## config.mk

```make
export PLATFORM = sky130hd
export DESIGN_NAME = ram_fifo_ctrl
export DESIGN_NICKNAME = d
export VERILOG_FILES = /design/src/rtl/ram_fifo_ctrl.sv
export SDC_FILE = /design/constraint.sdc
export NUM_CORES = 1
export LEC_CHECK = 0
export CORE_ASPECT_RATIO = 1.2
export CORE_UTILIZATION = 39
export CTS_CLUSTER_SIZE = 30
export DETAILED_ROUTE_END_ITERATION = 16
export GPL_ROUTABILITY_DRIVEN = 1
export PLACE_DENSITY = 0.85
export REMOVE_ABC_BUFFERS = 1
export SLEW_MARGIN = 20
export SYNTH_ARGS = -nofsm -noshare
export SYNTH_HDL_FRONTEND = slang
export SYNTH_SLANG_ARGS = --single-unit
```

## constraint.sdc

```tcl
create_clock -name clk -period 4.3 [get_ports clk]
set_input_delay 0.86 -clock clk [delete_from_list [all_inputs] [get_ports clk]]
set_output_delay 0.86 -clock clk [all_outputs]
set_load 0.02 [all_outputs]
```

## src/rtl/ram_fifo_ctrl.sv

```systemverilog
// Synchronous FIFO controller in front of a single-port RAM; one RAM access per cycle, read/write arbitrated.
// Optional sticky overflow/underflow flags are built when FIFO_ERR_EN is defined.
module ram_fifo_ctrl #(
    parameter int DATA_W = 8,
    parameter int ADDR_W = 3
) (
    input  logic              clk,
    input  logic              rst,
    input  logic              wr_en,
    input  logic [DATA_W-1:0] wr_data,
    output logic              wr_ready,
    output logic              full,
    input  logic              rd_en,
    output logic              rd_ready,
    output logic [DATA_W-1:0] rd_data,
    output logic              rd_valid,
    output logic              empty,
    output logic [ADDR_W:0]   count,
    output logic              ram_wr,
    output logic              ram_rd,
    output logic [ADDR_W-1:0] ram_add,
    output logic [DATA_W-1:0] ram_data_in,
    input  logic [DATA_W-1:0] ram_data_out
`ifdef FIFO_ERR_EN
    ,
    output logic              ovf,
    output logic              udf
`endif
);

    localparam logic [ADDR_W:0] DEPTH = (ADDR_W + 1)'(2 ** ADDR_W);

    typedef enum logic {
        PRIO_RD,
        PRIO_WR
    } arb_t;

    arb_t              arb_q, arb_d;
    logic [ADDR_W-1:0] wptr_q, wptr_d;
    logic [ADDR_W-1:0] rptr_q, rptr_d;
    logic [ADDR_W:0]   count_q, count_d;
    logic              rd_valid_q, rd_valid_d;
    logic              w_el, r_el, conflict, wr_gnt, rd_gnt;

    always_comb begin
        full     = (count_q == DEPTH);
        empty    = (count_q == '0);
        // Requests are masked during reset so no RAM access escapes while rst is high.
        w_el     = wr_en & ~full & ~rst;
        r_el     = rd_en & ~empty & ~rst;
        conflict = w_el & r_el;
        wr_gnt   = w_el & (~r_el | (arb_q == PRIO_WR));
        rd_gnt   = r_el & (~w_el | (arb_q == PRIO_RD));

        arb_d      = arb_q;
        wptr_d     = wptr_q;
        rptr_d     = rptr_q;
        count_d    = count_q;
        rd_valid_d = rd_gnt;

        if (conflict) begin
            arb_d = (arb_q == PRIO_RD) ? PRIO_WR : PRIO_RD;
        end
        if (wr_gnt) begin
            wptr_d  = wptr_q + 1'b1;
            count_d = count_q + 1'b1;
        end else if (rd_gnt) begin
            rptr_d  = rptr_q + 1'b1;
            count_d = count_q - 1'b1;
        end
    end

    always_ff @(posedge clk or posedge rst) begin
        if (rst) begin
            arb_q      <= PRIO_RD;
            wptr_q     <= '0;
            rptr_q     <= '0;
            count_q    <= '0;
            rd_valid_q <= 1'b0;
        end else begin
            arb_q      <= arb_d;
            wptr_q     <= wptr_d;
            rptr_q     <= rptr_d;
            count_q    <= count_d;
            rd_valid_q <= rd_valid_d;
        end
    end

    assign wr_ready    = wr_gnt;
    assign rd_ready    = rd_gnt;
    assign ram_wr      = wr_gnt;
    assign ram_rd      = rd_gnt;
    assign ram_add     = wr_gnt ? wptr_q : rptr_q;
    assign ram_data_in = wr_data;
    assign rd_data     = ram_data_out;
    assign rd_valid    = rd_valid_q;
    assign count       = count_q;

`ifdef FIFO_ERR_EN
    logic ovf_q, ovf_d, udf_q, udf_d;

    always_comb begin
        ovf_d = ovf_q | (wr_en & full & ~rst);
        udf_d = udf_q | (rd_en & empty & ~rst);
    end

    always_ff @(posedge clk or posedge rst) begin
        if (rst) begin
            ovf_q <= 1'b0;
            udf_q <= 1'b0;
        end else begin
            ovf_q <= ovf_d;
            udf_q <= udf_d;
        end
    end

    assign ovf = ovf_q;
    assign udf = udf_q;
`endif

endmodule
```

==> impl_results.md <==
* Crit-path most repeated cell: clkdlybuf4s50_1
* Final nets at 97
* Yosys cell types at 21
* Final Power at 0.666 mW
* Final Cell Area at 886 sq um
* Worst hold path type: reg -> reg
* Yosys reg bits at 12
* # clock sinks at 12
* Avg Synthesized Cell Area at 11.5 sq um
* Crit path kind: in -> out
* Post-cts hold buffer count at 0
* Leakage Power at 0.381 nW
* Post-route non-filler standard cell count at 90
* Critical Path AT at 2.89 ns
* Total of max-cap violations at 0
* Wire per inst at 16.5 um
* Final WL at 1480 um
* Placed instance count at 86
* Synth top area cells: dfrtp_1, buf_4, mux2_2, ha_1, xor2_1
* Max Fclk at 267 MHz
* Worst Skew at 0.00594 ns
* Fill cells at 164
* RD Place Congestion at 0.657
* Critical path's top delay family: buffers and inverters
* Die Wd at 43.2 um
* Post-CTS resize count at 0
* Run status: finished, final reports clean
* Initial Util at 0.425
* All-Layer GR Usage at 0.150
* Vias in the first global route at 512
* Total number of vias at 490
* Crit-path cells: clkdlybuf4s50_1 -> nor2b_1 -> o311a_2 -> mux2_2 -> clkdlybuf4s50_1
* CTS tree: done
* Final WS setup at 0.549 ns
* Worst-Margin Slew at 0.499 ns
* CP Buf/Inv Count at 2
* Largest net degree at the start of global routing at 13
* Num ports at 50
* Rows at 17
* Largest fanout on the critical path at 10
* Share of the synthesized area in the top cell type at 0.377
* Worst skew pair latency at 0.27 ns
* Die ar. at 0.00223 sq mm
* Post-route ant nets at 0
* Slowest-stage cell, CP: clkdlybuf4s50_1
* Root buffer cell: clkbuf_4
* Max Slew Vio Count at 0
* First-pass DRT Iterations at 4
* Antenna Cells at 0
* Core Area at 0.00187 sq mm
* DIE HEIGHT at 51.5 um
* Max_slew headroom at 0.665
* Final-report hold violation count at 0
* Peak VDD IR at 0.000466 V
* DP HPWL at 1120 um
* Dominant cell type by area after synthesis: dfrtp_1
* # Post-CTS Setup Buffers at 0
* Tmin final at 3.75 ns
* CP required at 3.44 ns
* Clock H-tree levels at 1
* CTS Buffer Depth at 2
* Initial antenna violation count at 0
* Crit end category: primary output
* First DRT Iteration DRCs at 4
* First-pass GRT wire length at 2370 um
* CP Launch Type: input port
* Endpoints failing setup at 0
* Fin Hold WS at 0.486 ns
* Vias per cell at 5.44
* Post-placement cell area at 850 sq um
* Grt ovf at 0
* Fin util at 0.473
* Port buffer count at 17
* Period utilisation layout at 0.872
* Share of cells above drive strength 1 at 0.239
* DP Worst Slack at 0.540 ns
* Seq/Total Area, Yosys at 0.377
* DR DRC count at 0
* Syn. warnings at 0
* CTS Buf Count at 3
* Final setup TNS at 0 ns
* Mapped Cells at 69
* RSZ-0062 raised after global routing: false
* Area Overhead vs Synth at 11.3%
* Slowest stage delay, CP at 0.54 ns
* Power per cell area at 751 mW/mm^2
* Reg clk slew, reported paths at 0.08 ns
* Synthesized area at 796 sq um
## registers in the layout, indices dropped and copies added (netlist names)
signal	count
rd_valid	1
arb_q	1
count	4
wptr_q	3
rptr_q	3
## cells by family after synthesis
family	Yosys count	synth area share
adder cells (fa/ha/maj)	5	0.0881
buffers and inverters	22	0.190
AO/OA/AOI/OAI	4	0.0645
XOR/XNOR	8	0.0881
AND/OR/NAND/NOR	10	0.0802
flip-flops	12	0.377
multiplexers	8	0.112
## synth_stat cells
master,number
nor2_1,1
buf_2,1
mux2i_1,1
dfrtp_1,12
a21oi_1,1
nand2b_1,1
or2_2,1
inv_1,3
or4b_4,1
o311a_2,1
nor2b_1,1
a311oi_4,1
nand2_1,4
mux2_2,7
xor2_1,5
nor4_2,1
a21o_2,1
fa_1,1
buf_4,18
xnor2_1,3
ha_1,4
## layer usage
layer / GRT usage / vias to the layer above / part of all wire
li1: - / 214 / -
met2: 0.187 / 32 / 0.42
met3: 0.0777 / 4 / 0.11
met1: 0.185 / 240 / 0.45
met4: 0.111 / 0 / 0.028
met5: 0.0857 / - / 0
## cell type report
type                            count  area, sq um  share of cell area
Timing Repair Buffer               17          170               0.192
Clock buffer                        4         36.3              0.0410
Inverter                            3         11.3              0.0127
Tap cell                           19         23.8              0.0268
Sequential cell                    12          300               0.339
Multi-Input combinational cell     35          344               0.388
## final timing paths
| path | start | depth (start not counted) | slack, ns | end |
|---|---|---|---|---|
| setup / recovery | wr_en | 5 | 0.55 | ram_add[2] |
| hold / removal | rptr_q[2]$_DFFE_PP0P_ | 1 | 0.49 | rptr_q[2]$_DFFE_PP0P_ |
| setup reg to reg | count[3]$_DFFE_PP0P_ | 8 | 1.68 | count[3]$_DFFE_PP0P_ |
| hold reg to reg | rptr_q[2]$_DFFE_PP0P_ | 1 | 0.49 | rptr_q[2]$_DFFE_PP0P_ |
| max in group asynchronous | rst | 2 | 3.05 | wptr_q[1]$_DFFE_PP0P_ |
| min in group asynchronous | rst | 2 | 0.93 | arb_q$_DFFE_PP0P_ |
## report_power, final
part / internal (mW) / total (mW) / switching [mW] / leakage, nW
sequential: 0.169 / 0.237 / 0.0675 / 0.142
clock: 0.0515 / 0.0893 / 0.0378 / 0.0210
combinational: 0.185 / 0.339 / 0.154 / 0.218
## cells in the final DEF, fill, tap and decap left out
cell,n
nor2_1,1
or4b_4,1
fa_1,1
a311oi_4,1
nor4_2,1
ha_1,4
nand2b_1,1
o311a_2,1
nor2b_1,1
dfrtp_1,12
a21o_2,1
or2_2,1
xnor2_1,3
xor2_1,5
mux2_2,7
mux2i_1,1
nand2_1,4
clkbuf_4,3
clkdlybuf4s50_1,17
inv_1,3
a21oi_1,1
clkbuf_8,1
(Power assumes the default switching activity.)
